## src/rtl/id_ex_pipe_reg.sv

```systemverilog
// id_ex_pipe_reg: ID/EX pipeline register with bubble insertion and halt drain sequencer.
// Optional hazard stall counter built when STALL_COUNTER_EN is defined.
module id_ex_pipe_reg #(
    parameter int CTRL_W     = 12,
    parameter int HALT_DRAIN = 3
) (
    input  logic              clk,
    input  logic              reset,
    input  logic              id_valid,
    input  logic [31:0]       id_pc,
    input  logic [31:0]       id_rs1_data,
    input  logic [31:0]       id_rs2_data,
    input  logic [31:0]       id_imm,
    input  logic [4:0]        id_rs1,
    input  logic [4:0]        id_rs2,
    input  logic [4:0]        id_rd,
    input  logic [CTRL_W-1:0] id_ctrl,
    input  logic              id_is_halt,
    input  logic              is_hazard,
    input  logic              flush,
    output logic              ex_valid,
    output logic [31:0]       ex_pc,
    output logic [31:0]       ex_rs1_data,
    output logic [31:0]       ex_rs2_data,
    output logic [31:0]       ex_imm,
    output logic [4:0]        ex_rs1,
    output logic [4:0]        ex_rs2,
    output logic [4:0]        ex_rd,
    output logic [CTRL_W-1:0] ex_ctrl,
    output logic              ex_is_halt,
    output logic              halt_pending,
    output logic              is_halted,
    output logic [31:0]       stall_count
);
    localparam int BW = 145 + CTRL_W;
    localparam int CW = (HALT_DRAIN > 1) ? $clog2(HALT_DRAIN) : 1;

    typedef enum logic [1:0] {IDLE, DRAIN, HALTED} state_t;

    state_t          state_q, state_d;
    logic [CW-1:0]   cnt_q, cnt_d;
    logic [BW-1:0]   ex_q, ex_d;
    logic            load;

    // Only IDLE admits new instructions; DRAIN and HALTED both force bubbles.
    assign load = (state_q == IDLE) && !flush && !is_hazard && id_valid;
    assign ex_d = load ? {1'b1, id_pc, id_rs1_data, id_rs2_data, id_imm,
                          id_rs1, id_rs2, id_rd, id_ctrl, id_is_halt} : '0;

    always_comb begin
        state_d = state_q;
        cnt_d   = cnt_q;
        if (state_q == IDLE && load && id_is_halt) begin
            state_d = DRAIN;
            cnt_d   = '0;
        end else if (state_q == DRAIN) begin
            cnt_d   = cnt_q + 1'b1;
            state_d = (cnt_q == CW'(HALT_DRAIN - 1)) ? HALTED : DRAIN;
        end
    end

    always_ff @(posedge clk or negedge reset) begin
        if (!reset) begin
            state_q <= IDLE;
            cnt_q   <= '0;
            ex_q    <= '0;
        end else begin
            state_q <= state_d;
            cnt_q   <= cnt_d;
            ex_q    <= ex_d;
        end
    end

    assign {ex_valid, ex_pc, ex_rs1_data, ex_rs2_data, ex_imm,
            ex_rs1, ex_rs2, ex_rd, ex_ctrl, ex_is_halt} = ex_q;
    assign halt_pending = (state_q == DRAIN);
    assign is_halted    = (state_q == HALTED);

`ifdef STALL_COUNTER_EN
    logic [31:0] stall_q;

    always_ff @(posedge clk or negedge reset) begin
        if (!reset)
            stall_q <= '0;
        else if (is_hazard && !flush && state_q != HALTED && stall_q != 32'hFFFF_FFFF)
            stall_q <= stall_q + 32'd1;
    end

    assign stall_count = stall_q;
`else
    assign stall_count = 32'd0;
`endif
endmodule

```

## config.mk

```make
export PLATFORM = sky130hd
export DESIGN_NAME = id_ex_pipe_reg
export DESIGN_NICKNAME = d
export VERILOG_FILES = /design/src/rtl/id_ex_pipe_reg.sv
export SDC_FILE = /design/constraint.sdc
export NUM_CORES = 1
export LEC_CHECK = 0
export ABC_AREA = 1
export CELL_PAD_IN_SITES_DETAIL_PLACEMENT = 1
export CELL_PAD_IN_SITES_GLOBAL_PLACEMENT = 1
export CORE_AREA = 2 2 158 160
export DETAILED_ROUTE_END_ITERATION = 8
export DIE_AREA = 0 0 160 162
export GPL_ROUTABILITY_DRIVEN = 0
export PLACE_DENSITY_LB_ADDON = 0.1
export SYNTH_ARGS = -nofsm -noshare
export SYNTH_HDL_FRONTEND = slang
export SYNTH_SLANG_ARGS = --single-unit
```

## constraint.sdc

```tcl
create_clock -name clk -period 1.2 [get_ports clk]
set_clock_uncertainty 0.15 [all_clocks]
set_input_delay 0.24 -clock clk [delete_from_list [all_inputs] [get_ports clk]]
set_output_delay 0.24 -clock clk [all_outputs]
set_load 0.02 [all_outputs]
```

Word level (Yosys, flattened, before mapping). Index checks and enable logic that the tools add are counted.

Flip-flop bits (word level): 161. Bits of input ports: 161. Word-level logic and storage cells: 22.

$add $sub $neg: 1. Eq/ne operators: 3. Multiplexer cells: 6. Reductions and logical operators: 9.

Operators with widths (number): 157-bit 2-to-1 mux (1); 2-bit 2-to-1 mux (5); 1-bit logical AND (5); 2-bit == test, second input constant (2); 2-bit by 1-bit adder with 2-bit output, second input constant (1); 2-bit by 1-bit == test with 1-bit output, second input constant (1); 1-bit logical NOT (2); 2-bit logical NOT (1); 2-bit nonzero test (1).

Longest topological paths before layout. Gate-level depths: netlist of the first run.

Depth in word-level cells: 7. Gate-level depth with buffers: 7. Mapped depth without buffers: 7.

Worst setup path after synthesis of the first run. OpenSTA, ideal clock, no wires.

Path kind: register to register. Start: register state_q[0]. End: register ex_q[147]. Setup time: 0.071 ns. Arrival time: 0.998 ns. Data required time: 0.979 ns. Slack: -0.019 ns. Stages on the path, launching flop included: 6. Period minus slack after synthesis: 1.219 ns. Cells stage by stage: dfrtp_1 -> nor2_2 -> nand3_1 -> buf_4 -> buf_6 -> nor2_1.

Longest elaborated chain between the ends: 5.

Ends and longest elaborated chain: start: declaration (line 40) `state_t state_q, state_d;`; start signal: assignment (line 68) `state_q <= state_d;`; 2-bit logical NOT (line 46) `assign load = (state_q == IDLE) && !flush && !is_hazard && id_valid;`; 1-bit logical AND (3 in series) (line 46); 157-bit 2-to-1 mux (line 47) `assign ex_d = load ? {1'b1, id_pc, id_rs1_data, id_rs2_data, id_imm,`; named net ex_d[147] (line 42) `logic [BW-1:0] ex_q, ex_d;`; end signal: assignment (line 66) `ex_q <= '0;`; end signal: assignment (line 70) `ex_q <= ex_d;`; end: declaration (line 42).

The timed path passes the listed nets, and every way through them passes these cells. A chain may end at the register's enable or synchronous reset.

Worst setup path in the final report of the first run.
Start: register state_q[0]. End: register ex_q[128].

The elaborated chain is that of the path after synthesis.

==> results of run 1 <==
-- placed cells by master (no fill, tap or decap) --
master	instances
dlygate4sd3_1	1
inv_1	164
clkinv_4	3
nand2_1	6
nor2_4	4
buf_8	3
nand3_4	1
conb_1	32
inv_8	2
nand2_2	1
o21ai_0	2
clkdlybuf4s50_1	159
diode_2	3
nand3_1	1
o21ai_2	1
dfrtp_1	161
clkbuf_1	2
buf_4	14
buf_12	7
bufinv_16	1
inv_6	4
buf_16	3
nand4_1	1
clkinvlp_4	2
clkbuf_16	25
buf_6	164
ha_1	1
inv_2	2
nor2_1	93
nor2_2	61
clkinv_8	1
-- area by class of cell --
cell class / count / area share
Multi-Input combinational cell: 204 / 0.0925
Inverter: 166 / 0.0585
Tap cell: 324 / 0.0381
Clock inverter: 13 / 0.0136
Timing Repair Buffer: 359 / 0.378
Clock buffer: 19 / 0.0407
Antenna cell: 3 / 0.000705
Sequential cell: 161 / 0.378
-- metrics by stage --
step           setup WS [ns]  power, mW  hold slack [ns]
2_1_floorplan        0.00312       5.80           -0.206
5_1_grt               -0.404       12.2            0.105
3_5_place_dp          -0.508       6.43         -0.00291
3_3_place_gp          -0.490       6.42          -0.0105
4_1_cts               -0.326       11.9           0.0986
6_report              -0.333       11.7           0.0923
-- what timing repair did --
| action | 4_1_cts | 5_1_grt |
|---|---|---|
| endpoints found under the setup margin | 319 | 320 |
| resized for setup | 895 | 82 |
| hold buffers | 1 | 0 |
| pin swaps | 2 | 1 |
| gates cloned | 0 | 16 |
| buffers inserted | 4 | 2 |
| hold endpoints to repair | 161 | 0 |
-- power groups by stage --
stage | Clock, mW | Combinational, mW | Sequential [mW]
3_5_place_dp | 0 | 0.905 | 5.53
5_1_grt | 5.76 | 1.01 | 5.42
2_1_floorplan | 0 | 0.265 | 5.53
4_1_cts | 5.57 | 0.914 | 5.42
6_report | 5.38 | 0.919 | 5.42
3_3_place_gp | 0 | 0.893 | 5.53
-- worst min path at each step --
stage,startpoint,to,slack [ns],cells past startpoint
4_1_cts,reset,ex_q[23],0.1,2
6_report,reset,ex_q[23],0.09,2
2_1_floorplan,reset,cnt_q[0],-0.21,0
3_3_place_gp,reset,ex_q[23],-0.01,1
5_1_grt,reset,ex_q[23],0.10,2
3_5_place_dp,reset,ex_q[23],-0.003,1
-- state kept, by name, indices dropped and copies added (netlist names) --
| name | cells |
|---|---|
| cnt_q | 2 |
| state_q | 2 |
| ex_q | 157 |
-- cell families after synthesis --
group / Yosys count / synth area share
AO/OA/AOI/OAI: 3 / 0.00261
adder cells (fa/ha/maj): 1 / 0.00218
buffers and inverters: 215 / 0.182
flip-flops: 161 / 0.702
other: 1 / 0.000653
AND/OR/NAND/NOR: 168 / 0.111
-- metal layers --
layer	part of all wire	routed length [um]	up-vias
met5	0	0	-
met4	0.016	353	0
met3	0.073	1570	21
met2	0.54	11600	217
met1	0.37	8020	2281
li1	-	-	2158
==> impl_metrics.ini, run 1 <==
[floorplanning]
coreArea_um2 = 24100
die_h_um = 162
fp.dieW_um = 160
die_area_um2 = 25900
rows = 57
ios = 352
initial_core_util = 0.238

[global_route]
antenna_found_initial = 3
grt_pass1_vias = 5083
overflow = 0
grt.total_usage = 0.147
use_met2 = 0.260
grt_max_degree = 56
grt_pass1_wl_um = 28900
top_usage_layer = met2
use_met3 = 0.0577
grt_util_met1 = 0.160

[run_status]
outcome = finished, violations left
violations = setup timing

[yosys]
syn_area_per_cell_um2 = 10.5
ys_seq_area_frac = 0.702
yosysWarnings = 0
synth.most_common_cell = inv_1
synth_common_cells = inv_1 (166), dfrtp_1 (161), nor2_1 (157)
async_flop_share = 1.00
yosysTopAreaCellShare = 0.702
netlist_instances = 549
synth_flop_cell = dfrtp_1
synth_edf_count = 0
ys_types = 13
syn_area_um2 = 5740
ys_ff_latch = 161
yosysTopAreaCell = dfrtp_1
synth_area_leaders = dfrtp_1 (70%), inv_1 (11%), nor2_1 (10%), buf_4 (4.3%), buf_6 (2.9%)

[sta]
setup_violations = 319
period_minus_slack_ns = 1.53
drv_slew = 0
fin_crit_sh = 1.28
rsz0062_at_grt = yes
tns_ns = -67.57
fin_ws_ns = -0.333
hold_viol = 0
max_freq_mhz = 652

[setup_path]
path_buf_inv = 3
cp.depth = 6
crit_family = buffers and inverters
start_kind = flop
cp_max_fo = 11
worst_path_largest_cell_delay_ns = 0.42
r2r_cells = 6
rrSetupSlack_ns = -0.33
setup.worst_path.start = state_q[0]
crit_required_ns = 1.41
r2r_end = ex_q[128]
slowest_stage = dfrtp_1
endpoint = ex_q[128]
reg2reg_from = state_q[0]
critical_path_arrival_ns = 1.74
path_cells = buf_4 -> nor2_4 -> nand3_4 -> buf_12 -> clkbuf_16 -> nor2_1
worstSetupEndpointType = flop
crit_type = reg2reg

[layout]
multi_input_area_um2 = 985
fin_nets = 1071
final_core_util = 0.442
area_growth_syn_to_layout_pct = 85.4
stdcell_count = 1249
finalInstanceArea_um2 = 10600
seq_area_um2 = 4030
layout-drive-gt1-share = 0.324
nFillCells = 2683

[route]
drc = 0
num_vias = 4677
wl_per_cell_um = 17.3
routed_wirelength_um = 21600
drt-initial-drc-count = 180
ant_nets = 0
via_per_inst = 3.74
firstDrtPassIters = 4

[clock_network]
clk_path_buf_depth = 2
insertion_delay_ns = 0.43
root_buffer = clkbuf_16
cts_sinks = 161
cts_tree = done
cts-buffers-inserted = 17
h-tree-depth = 4
path_clk_slew_ns = 0.07

[pwr]
ir_worst_vdd_uv = 666
clockPowerShare = 0.459
powerDensity_nw_per_um2 = 1100
seq_power_share = 0.463
switching_share = 0.242
internal-power_mw = 8.89
switchingPower_mw = 2.84
p_leak_nw = 5.84
p_comb_frac = 0.078

[placement]
dpl.hpwl_um = 14500
dp.cells = 1191
port_buffers = 319
dpl_cell_area_um2 = 9230

[job]
drv_cap = 0

[worst_hold_path]
min_path_type = in2async
(Power assumes the default switching activity.)
==> inputs of run 2 (changes only) <==
- PLACE_DENSITY: not set -> 0.87
- PLACE_DENSITY_LB_ADDON: 0.1 -> not set
==> run 2 against run 1 <==
The run still ends with setup timing left; register-to-register slack worse by 0.09 ns; first-iteration DRC count is 13% higher; sequential cell count stayed put; clock power is 8.2% higher; setup slack worse by 0.092 ns; global-route usage is 0.75 points higher; count of clock-buffer cells in the layout is 1 lower; largest cell class is now non-clock buffers.
==> impl_metrics.ini, run 2 (same netlist as run 1, synthesis figures left out) <==
[layout]
largest_register = ex_q
area_growth_syn_to_layout_pct = 106
layout_common_cells = inv_1 (163), buf_6 (163), dfrtp_1 (160), clkdlybuf4s50_1 (159), nor2_4 (125)
largest_reg_flops = 157
fin_nets = 1080
diodes = 0
stdcell_count = 1255
layout-drive-gt1-share = 0.433
nFillCells = 2512
reg_top3 = ex_q: 157 flops, cnt_q: 2 flops, state_q: 2 flops

[setup_path]
start_kind = flop
crit_type = reg2reg
worstSetupEndpointType = flop
crit_required_ns = 1.40
critical_path_arrival_ns = 1.82
cp_max_fo = 6

[placement]
dp.cells = 1190
pre_cts_ws_ns = -0.700
port_buffers = 319
dpl.hpwl_um = 13800

[sta]
drv_slew = 0
hold_viol = 0
fin_crit_sh = 1.35
rsz0062_at_grt = yes
max_freq_mhz = 615
setup_violations = 319
fin_ws_ns = -0.425
holdWs_ns = 0.174
tns_ns = -74.03
period_minus_slack_ns = 1.63

[clock_network]
h-tree-depth = 4
cts_sinks = 161
insertion_delay_ns = 0.41
clk_path_buf_depth = 2
cts-buffers-inserted = 17
root_buffer = clkbuf_16
cts_tree = done
path_clk_slew_ns = 0.07

[job]
drv_cap = 0

[pwr]
ir_worst_vdd_uv = 809
power_mw = 12.3
p_comb_frac = 0.086
switchingPower_mw = 2.98
p_leak_nw = 6.01
switching_share = 0.243
clockPowerShare = 0.473
seq_power_share = 0.441
internal-power_mw = 9.31
powerDensity_nw_per_um2 = 1040

[floorplanning]
ios = 352
die_h_um = 162
initial_core_util = 0.238
die_area_um2 = 25900
rows = 57
fp.dieW_um = 160
coreArea_um2 = 24100

[global_route]
grt.total_usage = 0.155
antenna_found_initial = 1
grt_max_degree = 42
overflow = 0
grt_pass1_vias = 5279
grt_pass1_wl_um = 30200

[route]
num_vias = 4852
ant_nets = 0
wl_per_cell_um = 19.3
drt-initial-drc-count = 204
via_per_inst = 3.87
drc = 0
firstDrtPassIters = 4
routed_wirelength_um = 24200

[run_status]
violations = setup timing
outcome = finished, violations left

[worst_hold_path]
min_path_type = in2async
run 2: changes by cell type in the layout (fill, tap and decap cells not counted), sizes merged, moves of 2 or more:
| cell | change |
|---|---|
| bufinv | +2 |
| inv | +2 |
| diode | -3 |
| clkinv | -2 |
| buf | +6 |
run 2: per-layer routing:
| layer | track usage | routed length, um |
|---|---|---|
| met1 | 0.163 | 9070 |
| met2 | 0.291 | 13000 |
| met4 | 0.0446 | 418 |
| met3 | 0.0562 | 1670 |
| met5 | 0 | 13 |
run 2: repair_timing:
action | 4_1_cts | 5_1_grt
hold buffers | 1 | 0
setup endpoints to repair | 319 | 320
hold endpoints to repair | 161 | 0
gates resized for setup | 977 | 291
gates cloned | 8 | 15
setup buffers | 3 | 9
pin swaps | 3 | 1
run 2: cell type report:
class | count | area (um^2) | area share
clock buffers | 18 | 429 | 0.0363
clock inverters | 14 | 186 | 0.0158
inverters | 166 | 626 | 0.0529
multi-input cells | 205 | 1840 | 0.155
flip-flops and latches | 161 | 4030 | 0.341
well taps | 324 | 405 | 0.0343
repair buffers | 367 | 4320 | 0.365
run 2: worst paths after layout:
kind	cells past startpoint	slack [ns]	startpoint	endpoint
worst min register to register	2	0.40	state_q[1]	state_q[1]
worst max register to register	7	-0.43	state_q[0]	ex_q[21]
min in group clk	3	0.20	id_rs1_data[8]	ex_q[100]
max in group asynchronous	3	0.21	reset	ex_q[56]
worst max-delay path	7	-0.43	state_q[0]	ex_q[21]
worst min-delay path	2	0.17	reset	ex_q[17]
run 2: worst max-delay path: stages, from the launching register on:
cell     delay, ns
dfrtp_2       0.44
buf_6         0.13
nor2_4        0.15
buf_12        0.12
nand3_4       0.12
buf_12        0.18
buf_16        0.15
nor2_4        0.10
run 2: metrics by stage:
stage / instance area, um^2 / util
2_1_floorplan: 5870 / -
3_3_place_gp: 9250 / 0.384
3_5_place_dp: 9250 / 0.384
4_1_cts: 10400 / 0.432
5_1_grt: 11800 / 0.491
6_report: 11800 / 0.491
run 2: power groups by stage:
stage | combinational [mW] | sequential [mW] | clock [mW]
4_1_cts | 0.917 | 5.42 | 5.91
3_3_place_gp | 0.865 | 5.53 | 0
5_1_grt | 1.13 | 5.42 | 6.17
2_1_floorplan | 0.265 | 5.53 | 0
3_5_place_dp | 0.893 | 5.53 | 0
6_report | 1.05 | 5.42 | 5.82
==> inputs of run 3 (changes only) <==
- REMOVE_ABC_BUFFERS: not set -> 1
- SLEW_MARGIN: not set -> 20
==> run 3 against run 2 <==
Sequential power about the same; utilization down 5.4 points; the run still ends with setup timing left; critical path depth fell by 3; routed wire length decreased by 16%; register-to-register slack improved by 0.11 ns; combinational power fell by 12%; die area stayed put; highest routed layer is now met4; cell area is 11% lower.
==> impl_metrics.ini, run 3 (same netlist as run 1, synthesis figures left out) <==
[layout]
diodes = 0
layout-drive-gt1-share = 0.293
fin_nets = 1060
layout_common_cells = inv_1 (163), buf_6 (162), dfrtp_1 (161), clkdlybuf4s50_1 (159), nor2_1 (116)
reg_top3 = ex_q: 157 flops, cnt_q: 2 flops, state_q: 2 flops
final_core_util = 0.437
final_common_cell = inv_1
largest_register = ex_q
nFillCells = 2670
area_growth_syn_to_layout_pct = 83.5
largest_reg_flops = 157

[sta]
setup_violations = 319
fin_crit_sh = 1.28
period_minus_slack_ns = 1.54
max_freq_mhz = 651
drv_slew = 0
fin_ws_ns = -0.335
tns_ns = -59.17
holdWs_ns = 0.113
hold_viol = 0
rsz0062_at_grt = yes

[clock_network]
cts_tree = done
cts-buffers-inserted = 17
h-tree-depth = 4
cts_sinks = 161
insertion_delay_ns = 0.41
root_buffer = clkbuf_16
clk_path_buf_depth = 2
path_clk_slew_ns = 0.07

[setup_path]
crit_type = reg2out
path_cells = inv_2 -> nand2_2 -> inv_2 -> buf_6
crit_required_ns = 0.81
r2r_cells = 6
start_kind = flop
cp_common_cell = inv_2
cp_max_fo = 3
worstSetupEndpointType = output pin
worst_path_largest_cell_delay_ns = 0.42
slowest_stage = dfrtp_1
critical_path_arrival_ns = 1.15

[floorplanning]
initial_core_util = 0.238
die_area_um2 = 25900
die_h_um = 162
rows = 57
ios = 352
fp.dieW_um = 160
coreArea_um2 = 24100

[pwr]
p_leak_nw = 5.77
ir_worst_vdd_uv = 700
powerDensity_nw_per_um2 = 1140

[route]
ant_nets = 0
drt-initial-drc-count = 144
routed_wirelength_um = 20400
wl_per_cell_um = 16.5
firstDrtPassIters = 3
via_per_inst = 3.75
num_vias = 4633
drc = 0

[global_route]
grt.total_usage = 0.148
grt_max_degree = 73
overflow = 0
grt_pass1_vias = 5148
antenna_found_initial = 0
grt_pass1_wl_um = 29000

[job]
drv_cap = 0

[run_status]
violations = setup timing
outcome = finished, violations left

[worst_hold_path]
min_path_type = in2async

[placement]
port_buffers = 319
dpl.hpwl_um = 14200
-- run 3: cell count changes in the layout (fill, tap and decap cells not counted), sizes merged --
cell / before / now
bufinv: 3 / 2
inv: 174 / 170
nand3: 3 / 2
clkbuf: 28 / 22
clkinv: 2 / 8
buf: 197 / 184
clkinvlp: 1 / 0
-- run 3: worst max-delay path: cells and delay by family, from the launching register on --
family,cells,cell delay (ns)
buffers and inverters,3,0.26
flip-flops,1,0.42
AND/OR/NAND/NOR,1,0.06
-- run 3: layer usage --
| metal | GRT usage | routed length, um | vias to the layer above |
|---|---|---|---|
| li1 | - | - | 2130 |
| met1 | 0.154 | 7440 | 2271 |
| met2 | 0.280 | 11100 | 207 |
| met3 | 0.0508 | 1390 | 25 |
| met4 | 0.0467 | 400 | 0 |
| met5 | 0 | 0 | - |
-- run 3: worst paths after layout --
check / from / to / slack [ns]
hold reg to reg: cnt_q[1] / cnt_q[1] / 0.44
setup reg to reg: state_q[1] / ex_q[145] / -0.32
max in group asynchronous: reset / ex_q[110] / 0.23
setup / recovery: state_q[1] / halt_pending / -0.34
hold / removal: reset / ex_q[74] / 0.11
min in group clk: id_pc[24] / ex_q[148] / 0.18
-- run 3: area by class of cell --
class	count	area, um^2	area share
multi-input combinational	204	1030	0.0981
clock buffer	18	439	0.0417
timing repair buffer	348	3830	0.363
clock inverter	14	176	0.0167
tap	324	405	0.0385
inverter	166	628	0.0596
sequential	161	4030	0.382
-- run 3: what timing repair did --
item                                   in CTS  in global routing
hold buffers                                1                  0
gates resized for setup                   948                 72
setup endpoints to repair                 319                319
pin swaps                                   1                  1
gates cloned                                2                  6
setup buffers                               2                  3
endpoints found under the hold margin     161                  0
-- run 3: report_power, final --
group | internal [mW] | total [mW] | switching [mW]
clock | 3.21 | 5.62 | 2.41
combinational | 0.523 | 0.922 | 0.399
sequential | 5.42 | 5.42 | 0
-- run 3: per-stage QoR --
| step | setup WS, ns | area, um^2 | cells | total power [mW] |
|---|---|---|---|---|
| 6_report | -0.335 | 10500 | 1235 | 12.0 |
| 5_1_grt | -0.399 | 10500 | 1235 | 12.5 |
| 4_1_cts | -0.317 | 10100 | 1226 | 12.2 |
| 3_5_place_dp | -0.605 | 9220 | 1189 | 6.42 |
| 3_3_place_gp | -0.501 | 9220 | 1189 | 6.40 |
| 2_1_floorplan | -2.63 | 5440 | 531 | 5.71 |
